File: src/rtl/spi_burst_pkg.sv
// spi_burst_ctrl shared constants: FSM encoding, defaults, command width.
// burst_len() maps the 4-bit cmd_len (0 means 16) to a 5-bit byte count.
package spi_burst_pkg;

  localparam int CMD_LEN_W = 4;
  localparam int REM_W     = CMD_LEN_W + 1;

  localparam int DEF_FIFO_DEPTH = 16;
  localparam int DEF_CS_DLY     = 2;

  localparam logic [2:0] ST_IDLE      = 3'd0;
  localparam logic [2:0] ST_CS_SETUP  = 3'd1;
  localparam logic [2:0] ST_ISSUE     = 3'd2;
  localparam logic [2:0] ST_WAIT_BYTE = 3'd3;
  localparam logic [2:0] ST_CS_HOLD   = 3'd4;

  function automatic logic [REM_W-1:0] burst_len(
    input logic [CMD_LEN_W-1:0] len
  );
    if (len == '0)
      return {1'b1, {CMD_LEN_W{1'b0}}};
    return {1'b0, len};
  endfunction

endpackage

File: src/rtl/sync_fifo.sv
// Synchronous FIFO, first-word-fall-through read, async active-high reset.
// Ports: clk, rst, wr/wr_data/full (push side), rd/rd_data/empty (pop side).
module sync_fifo #(
  parameter int WIDTH = 8,
  parameter int DEPTH = 16
) (
  input  logic             clk,
  input  logic             rst,
  input  logic             wr,
  input  logic [WIDTH-1:0] wr_data,
  output logic             full,
  input  logic             rd,
  output logic [WIDTH-1:0] rd_data,
  output logic             empty
);

  localparam int AW = $clog2(DEPTH);
  localparam logic [AW-1:0] PTR_ONE = AW'(1);
  localparam logic [AW:0]   CNT_ONE = (AW+1)'(1);
  localparam logic [AW:0]   CNT_MAX = (AW+1)'(DEPTH);

  logic [WIDTH-1:0] mem [DEPTH];
  logic [AW-1:0]    wptr;
  logic [AW-1:0]    rptr;
  logic [AW:0]      cnt;
  logic             do_wr;
  logic             do_rd;

  assign full  = (cnt == CNT_MAX);
  assign empty = (cnt == '0);

  // A pop in the same cycle frees the slot a push into a full FIFO needs.
  assign do_rd = rd & ~empty;
  assign do_wr = wr & (~full | do_rd);

  // Gated so the output reads 0 out of reset and while empty.
  assign rd_data = empty ? '0 : mem[rptr];

  always_ff @(posedge clk) begin
    if (do_wr)
      mem[wptr] <= wr_data;
  end

  always_ff @(posedge clk or posedge rst) begin
    if (rst) begin
      wptr <= '0;
      rptr <= '0;
      cnt  <= '0;
    end else begin
      if (do_wr)
        wptr <= wptr + PTR_ONE;
      if (do_rd)
        rptr <= rptr + PTR_ONE;
      if (do_wr && !do_rd)
        cnt <= cnt + CNT_ONE;
      else if (do_rd && !do_wr)
        cnt <= cnt - CNT_ONE;
    end
  end

endmodule

File: src/rtl/spi_burst_ctrl.sv
// SPI burst controller: frames cmd_len bytes under cs_n over a byte engine.
// Ports: cmd_*, tx_*, rx_*, cs_n, done, eng_*. RX path built only with SPI_BURST_RX_EN.
module spi_burst_ctrl
  import spi_burst_pkg::*;
#(
  parameter int FIFO_DEPTH = DEF_FIFO_DEPTH,
  parameter int CS_DLY     = DEF_CS_DLY
) (
  input  logic                 clk,
  input  logic                 rst,
  input  logic                 cmd_valid,
  output logic                 cmd_ready,
  input  logic [CMD_LEN_W-1:0] cmd_len,
  input  logic                 tx_wr,
  input  logic [7:0]           tx_data,
  output logic                 tx_full,
  input  logic                 rx_rd,
  output logic [7:0]           rx_data,
  output logic                 rx_empty,
  output logic                 rx_overflow,
  output logic                 cs_n,
  output logic                 done,
  output logic                 eng_start,
  output logic [7:0]           eng_data_in,
  input  logic                 eng_busy,
  input  logic                 eng_new_data,
  input  logic [7:0]           eng_data_out
);

  localparam logic [3:0]       DLY_LAST = 4'(CS_DLY - 1);
  localparam logic [REM_W-1:0] REM_ONE  = REM_W'(1);

  logic [2:0]       state;
  logic [3:0]       dly_cnt;
  logic [REM_W-1:0] rem;
  logic             tx_empty;
  logic [7:0]       tx_head;
  logic             accept;
  logic             issue;
  logic             byte_in;
  logic             dly_last;

  assign cmd_ready = (state == ST_IDLE) & ~rst;
  assign accept    = cmd_valid & cmd_ready;
  assign issue     = (state == ST_ISSUE) & ~tx_empty & ~eng_busy;
  assign byte_in   = (state == ST_WAIT_BYTE) & eng_new_data;
  assign dly_last  = (dly_cnt == DLY_LAST);

  assign eng_start   = issue;
  assign eng_data_in = tx_head;
  assign done        = (state == ST_CS_HOLD) & dly_last;

  always_ff @(posedge clk or posedge rst) begin
    if (rst) begin
      state   <= ST_IDLE;
      dly_cnt <= '0;
      rem     <= '0;
      cs_n    <= 1'b1;
    end else begin
      unique case (state)
        ST_IDLE: begin
          if (accept) begin
            rem     <= burst_len(cmd_len);
            dly_cnt <= '0;
            cs_n    <= 1'b0;
            state   <= ST_CS_SETUP;
          end
        end
        ST_CS_SETUP: begin
          if (dly_last)
            state <= ST_ISSUE;
          else
            dly_cnt <= dly_cnt + 4'd1;
        end
        ST_ISSUE: begin
          if (issue)
            state <= ST_WAIT_BYTE;
        end
        ST_WAIT_BYTE: begin
          if (eng_new_data) begin
            rem <= rem - REM_ONE;
            if (rem == REM_ONE) begin
              dly_cnt <= '0;
              state   <= ST_CS_HOLD;
            end else begin
              state <= ST_ISSUE;
            end
          end
        end
        ST_CS_HOLD: begin
          if (dly_last) begin
            cs_n  <= 1'b1;
            state <= ST_IDLE;
          end else begin
            dly_cnt <= dly_cnt + 4'd1;
          end
        end
        default: begin
          cs_n  <= 1'b1;
          state <= ST_IDLE;
        end
      endcase
    end
  end

  sync_fifo #(
    .WIDTH (8),
    .DEPTH (FIFO_DEPTH)
  ) u_tx_fifo (
    .clk     (clk),
    .rst     (rst),
    .wr      (tx_wr),
    .wr_data (tx_data),
    .full    (tx_full),
    .rd      (issue),
    .rd_data (tx_head),
    .empty   (tx_empty)
  );

`ifdef SPI_BURST_RX_EN
  logic rx_full;

  sync_fifo #(
    .WIDTH (8),
    .DEPTH (FIFO_DEPTH)
  ) u_rx_fifo (
    .clk     (clk),
    .rst     (rst),
    .wr      (byte_in),
    .wr_data (eng_data_out),
    .full    (rx_full),
    .rd      (rx_rd),
    .rd_data (rx_data),
    .empty   (rx_empty)
  );

  // Dropped only when no same-cycle pop makes room.
  always_ff @(posedge clk or posedge rst) begin
    if (rst)
      rx_overflow <= 1'b0;
    else if (accept)
      rx_overflow <= 1'b0;
    else if (byte_in && rx_full && !rx_rd)
      rx_overflow <= 1'b1;
  end
`else
  logic unused_rx;

  assign unused_rx   = ^{rx_rd, byte_in, eng_data_out};
  assign rx_data     = '0;
  assign rx_empty    = 1'b1;
  assign rx_overflow = 1'b0;
`endif

endmodule

File: config.mk
export PLATFORM = sky130hd
export DESIGN_NAME = spi_burst_ctrl
export DESIGN_NICKNAME = d
export VERILOG_FILES = /design/src/rtl/spi_burst_pkg.sv /design/src/rtl/sync_fifo.sv /design/src/rtl/spi_burst_ctrl.sv
export SDC_FILE = /design/constraint.sdc
export NUM_CORES = 1
export LEC_CHECK = 0
export CAP_MARGIN = 10
export CELL_PAD_IN_SITES_DETAIL_PLACEMENT = 2
export CELL_PAD_IN_SITES_GLOBAL_PLACEMENT = 2
export CORE_MARGIN = 2
export CORE_UTILIZATION = 40
export CTS_CLUSTER_DIAMETER = 60
export DETAILED_ROUTE_END_ITERATION = 7
export PLACE_DENSITY = 0.75
export RECOVER_POWER = 25
export SETUP_SLACK_MARGIN = 0.1
export SYNTH_ARGS = -nofsm -noshare
export SYNTH_HDL_FRONTEND = slang
export SYNTH_SLANG_ARGS = --single-unit
File: constraint.sdc
create_clock -name clk -period 6.85 [get_ports clk]
set_input_delay 1.0275 -clock clk [delete_from_list [all_inputs] [get_ports clk]]
set_output_delay 1.0275 -clock clk [all_outputs]
set_load 0.02 [all_outputs]
After elaboration in Yosys (flattened, before gate mapping). Memory sizes are Yosys's and may differ from the RTL's. Index checks and enable logic that the tools add are counted.

Register bits: 26. Memory bits (writable): 128. Input port bits: 27. Logic and storage cells: 85. Memories kept: 1.

Memories: u_tx_fifo.mem (words 16, width 8, read ports 1, clocked after Yosys merged registers in 0, wr ports 1, RTL line sync_fifo.sv:22) `logic [WIDTH-1:0] mem [DEPTH];`.

Add/subtract/negate cells: 6. Equal/unequal tests: 14. Muxes and demuxes: 28. Bitwise gates (word level): 13. Reduce and logical (&&, ||, !) cells: 16.

Operators with widths (number): 2-to-1 mux 5 bit (6); 2-to-1 mux 3 bit (6); 2-to-1 mux 4 bit (4); case mux 3 bit (5 select lines) (1); adder 4 x 1 -> 4 bit, second input constant (3); case mux 4 bit (3 select lines) (1); != test 2 bit, second input constant (5); case mux 5 bit (2 select lines) (1); AND reduction 5 bit (2); subtractor 5 x 1 -> 5 bit, second input constant (2); 2-to-1 mux 8 bit (1); AND 1 bit (7); 2-to-1 mux 1 bit (7); equality test 3 x 2 -> 1 bit, second input constant (2); AND reduction 3 bit (2); adder 5 x 1 -> 5 bit, second input constant (1); equality test 5 x 1 -> 1 bit, second input constant (1); equality test 5 bit, second input constant (1); zero test 5 bit (1); NOT 1 bit (5); equality test 4 x 1 -> 1 bit, second input constant (1); zero test 4 bit (1); != test 2 x 1 -> 1 bit, second input constant (2); nonzero test 2 bit (2); other kinds (10) (12).

Longest topological paths before layout.
Depth after elaboration: 11. Gate-level depth with buffers: 10. Depth with buffers taken out: 10.

Hierarchy. From an unflattened synthesis, not the netlist that was laid out.

Cell total of the unflattened synthesis: 422. Area total of the unflattened synthesis: 6806.5 um^2.

By module, submodules not included: sync_fifo (instances 1, cells each 298, area an instance 5756.8 um^2); spi_burst_ctrl (instances 1, cells each 124, area an instance 1049.8 um^2).

Least setup slack after synthesis. OpenSTA, ideal clock, no wires.

Path type: in2reg. From: input eng_busy. To: register u_tx_fifo.cnt[4]. Setup time: 80 ps. Data arrival time: 3175 ps. Required time: 6770 ps. Setup slack: 3595 ps. Stages on the path: 9. Path buffers: 0. Cells stage by stage: or4b_4 > a31oi_4 > ha_1 > inv_1 > fa_1 > a21o_1 > a21oi_1 > mux2i_1 > xnor2_1.

Cells in the longest elaborated chain, start to end: 8. Elaborated cells between the ends (all ways): 11.

Ends and longest elaborated chain: start, declared (RTL line spi_burst_ctrl.sv:25) `input logic eng_busy,`; NOT 1 bit * (RTL line spi_burst_ctrl.sv:45) `assign issue = (state == ST_ISSUE) & ~tx_empty & ~eng_busy;`; AND 1 bit * (RTL line spi_burst_ctrl.sv:45); AND 1 bit * (RTL line sync_fifo.sv:33) `assign do_rd = rd & ~empty;`; bitwise OR 1 bit * (RTL line sync_fifo.sv:34) `assign do_wr = wr & (~full | do_rd);`; AND 1 bit * (RTL line sync_fifo.sv:34); named net u_tx_fifo.do_wr (RTL line sync_fifo.sv:26) `logic do_wr;`; zero test 1 bit (RTL line sync_fifo.sv:56) `else if (do_rd && !do_wr)`; logical AND 1 bit (RTL line sync_fifo.sv:56); nonzero test 2 bit (no source line); end signal, assigned (RTL line sync_fifo.sv:55) `cnt <= cnt + CNT_ONE;`; end signal, assigned (RTL line sync_fifo.sv:57) `cnt <= cnt - CNT_ONE;`; end, declared (RTL line sync_fifo.sv:25) `logic [AW:0] cnt;`.

The timed path passes the listed nets; every way through them passes the cells marked *. A chain may end at the register's enable or synchronous reset.

Final worst setup path.
From: register u_tx_fifo.rptr[0]. To: output eng_data_in[2].

Cells in the longest elaborated chain, start to end: 2.

Ends and longest elaborated chain: start, declared (RTL line sync_fifo.sv:24) `logic [AW-1:0] rptr;`; start signal, assigned (RTL line sync_fifo.sv:53) `rptr <= rptr + PTR_ONE;`; memory read (16 x 8 bit); 2-to-1 mux 8 bit (RTL line sync_fifo.sv:37) `assign rd_data = empty ? '0 : mem[rptr];`; end, declared (RTL line spi_burst_ctrl.sv:24) `output logic [7:0] eng_data_in,`.

No other way between the ends.

==> reports/metrics.yaml <==
outcome: "completed"
synth_flop_cell: "edfxtp_1"
r2r_end: "u_tx_fifo.cnt[4]"
area_delta_synth_final_pct: 16.8
antennaDiodeCount: 0
critPathRequiredTime_ps: 5820
finalNonFillerCells: 667
synthXorXnorAreaFrac_pct: 1.44
cts_tree: "yes"
finalHoldViolCount: 0
setup_viol: 0
cts_resized: 0
antenna_found_initial: 0
die_h_um: 133
whs_endpoint: "rem[1]"
crit_fanout: 32
via_count: 3602
dieArea_mm2: 0.0177
ios: 50
layout_min_cycle_time_ps: 4100
root_buffer: "clkbuf_16"
leakagePower_uw: 0.00268
synth_edf_count: 128
yosysSeqAreaShare_pct: 67.4
fin_area_mm2: 0.00779
nets: 475
cp-start-kind: "flop"
path_cells: "buf_4 -> mux4_2 -> mux2i_1 -> o22ai_1 -> clkdlybuf4s50_1"
hold_start: "rem[1]"
p_total_uw: 3470
post-route-period-util_pct: 59.9
tightest_slew_ps: 1150
die_width_um: 133
drv_cap: 0
slew_headroom_pct: 23.0
clock_latency_ps: 430
rows: 47
grt_pass1_wl_mm: 25.2
cts_hold_buf: 0
ir_drop_uv: 199
io_buffers: 30
hold_depth: 1
place_hpwl_mm: 10.7
synth-compound-area-share_pct: 5.06
gp_congestion: 0.731
layout-drive-gt1-share_pct: 18.1
drt_wl_total_mm: 16.2
power.density_mw_per_mm2: 446
pre_cts_slack_ps: 2860
async_reset_ff_share_pct: 16.9
r2r-start: "state[2]"
initial_core_util_pct: 40.5
drt-initial-drc-count: 130
ant_nets: 0
synth_top_area_share_pct: 57.6
rsz0062_at_grt: "no"
synth_area_mm2: 0.00667
grt_overflow_total: 0
reg2reg_depth: 9
reg2reg_slack_ps: 3700
core_area_mm2: 0.0165
synth_simple_gate_area_share_pct: 6.23
cts_max_level: 4
cp_slowest_cell: "mux4_2"
cp.arrival_ps: 3080
placed_area_mm2: 0.00716
worst_setup_hold_path_clk_slew_ps: 60
clock_skew_ps: 7.13
cts_max_path_buffers: 2
fmax_ghz: 0.244
hp-class: "reg -> reg"
ys.warnings.count: 0
layout_common_cells: "edfxtp_1, mux4_2, clkdlybuf4s50_1"
cts_made_buffers: 17
synthTopCellsByArea: "edfxtp_1, mux4_2, dfrtp_1"
fin_ws_ps: 2750
path_class: "reg -> out"
final_max_slew_viol_count: 0
cts_num_sinks: 154
netlist_instances: 400
layout_commonest_cell: "edfxtp_1"
ys_ff_latch: 154
yosys-mux-area-fraction_pct: 14.0
grt_util_all_layers_pct: 19.5
avgSynthCellArea_um2: 16.7
ys_types: 55
synth_fa_ha_area_share_pct: 2.74
grt_max_degree: 33
viasPerCell: 5.40
grt_pass1_vias: 4099
postCtsSetupRepairBufs: 0
synth_top_cell_by_area: "edfxtp_1"
drc: 0
max_stage_delay_ps: 600
first_pass_iters: 4
final.setup.tns_ps: 0
cp-end-kind: "output pin"
wl_per_cell_um: 24.3
place_inst: 634
synth_top_family_by_area: "multiplexers"
Yosys cell counts (all sizes together) (2+ instances only):
cell / count
o22ai: 11
o221ai: 2
mux4: 33
ha: 13
a211oi: 2
mux2: 2
xnor2: 9
nor4: 4
a21oi: 11
nor3b: 2
nand2b: 4
nor2: 20
mux2i: 17
edfxtp: 128
a21o: 4
nor2b: 3
or3b: 2
or4b: 2
nand4: 4
nor3: 8
nand2: 16
clkbuf: 12
buf: 18
conb: 2
inv: 11
dfrtp: 25
a31oi: 2
o21ai: 11
xor2: 2
and4: 2
cell type report:
| class | count | area [um^2] |
|---|---|---|
| inverters | 11 | 41.3 |
| clock buffers | 18 | 429 |
| multi-input cells | 213 | 2010 |
| clock inverters | 14 | 193 |
| flip-flops and latches | 154 | 4500 |
| well taps | 220 | 275 |
| fillers | 1562 | 8680 |
| repair buffers | 37 | 349 |
per-stage QoR:
step | utilization, % | hold WS, ps
6_report | 47.3 | 511
5_1_grt | 47.3 | 535
4_1_cts | 47.3 | 513
3_5_place_dp | 43.5 | 499
3_3_place_gp | 43.5 | 486
2_1_floorplan | - | 473
power by group:
group / total [uW] / internal (uW) / switching (uW)
Clock: 1000 / 613 / 391
Combinational: 1150 / 533 / 617
Sequential: 1320 / 1170 / 155
registers in the layout, summed over array words and instances, names as in the netlist:
register        count
cs_n                1
dly_cnt             4
rem                 5
state               3
u_tx_fifo.cnt       5
u_tx_fifo.mem     128
u_tx_fifo.rptr      4
u_tx_fifo.wptr      4
worst max-delay path by stage:
| stage | cells after the start | from | end | slack (ps) |
|---|---|---|---|---|
| finish | 5 | u_tx_fifo.rptr[0] | eng_data_in[2] | 2750 |
| global placement | 5 | eng_busy | eng_start | 2880 |
| global route | 5 | u_tx_fifo.rptr[0] | eng_data_in[2] | 2570 |
| detailed placement | 5 | eng_busy | eng_start | 2860 |
| CTS | 5 | u_tx_fifo.rptr[0] | eng_data_in[2] | 2650 |
| floorplan | 9 | eng_busy | u_tx_fifo.cnt[4] | 3600 |
worst max-delay path, delay by kind of cell, from the launching register on:
kind,cells,cell delay [ps]
DFF,1,400
muxes,2,910
buffers and inverters,2,1140
AOI/OAI and AO/OA,1,170
metal layers:
| metal | share of wire (%) | GRT usage, % | wire (um) | vias up |
|---|---|---|---|---|
| met1 | 41 | 23.9 | 6650 | 1866 |
| met3 | 3.9 | 3.92 | 636 | 26 |
| met4 | 2.0 | 7.45 | 331 | 0 |
| li1 | - | - | - | 1617 |
| met2 | 53 | 34.3 | 8560 | 93 |
| met5 | 0 | 0 | 0 | - |
cell families (layout without fill, tap and decap cells):
group | Yosys count | count (layout)
adder cells (fa/ha/maj) | 14 | 14
buffers and inverters | 41 | 80
XOR/XNOR | 11 | 11
AO/OA/AOI/OAI | 51 | 51
multiplexers | 52 | 52
flip-flops | 154 | 154
AND/OR/NAND/NOR | 75 | 75
other | 2 | 10
(Power assumes the default switching activity.)
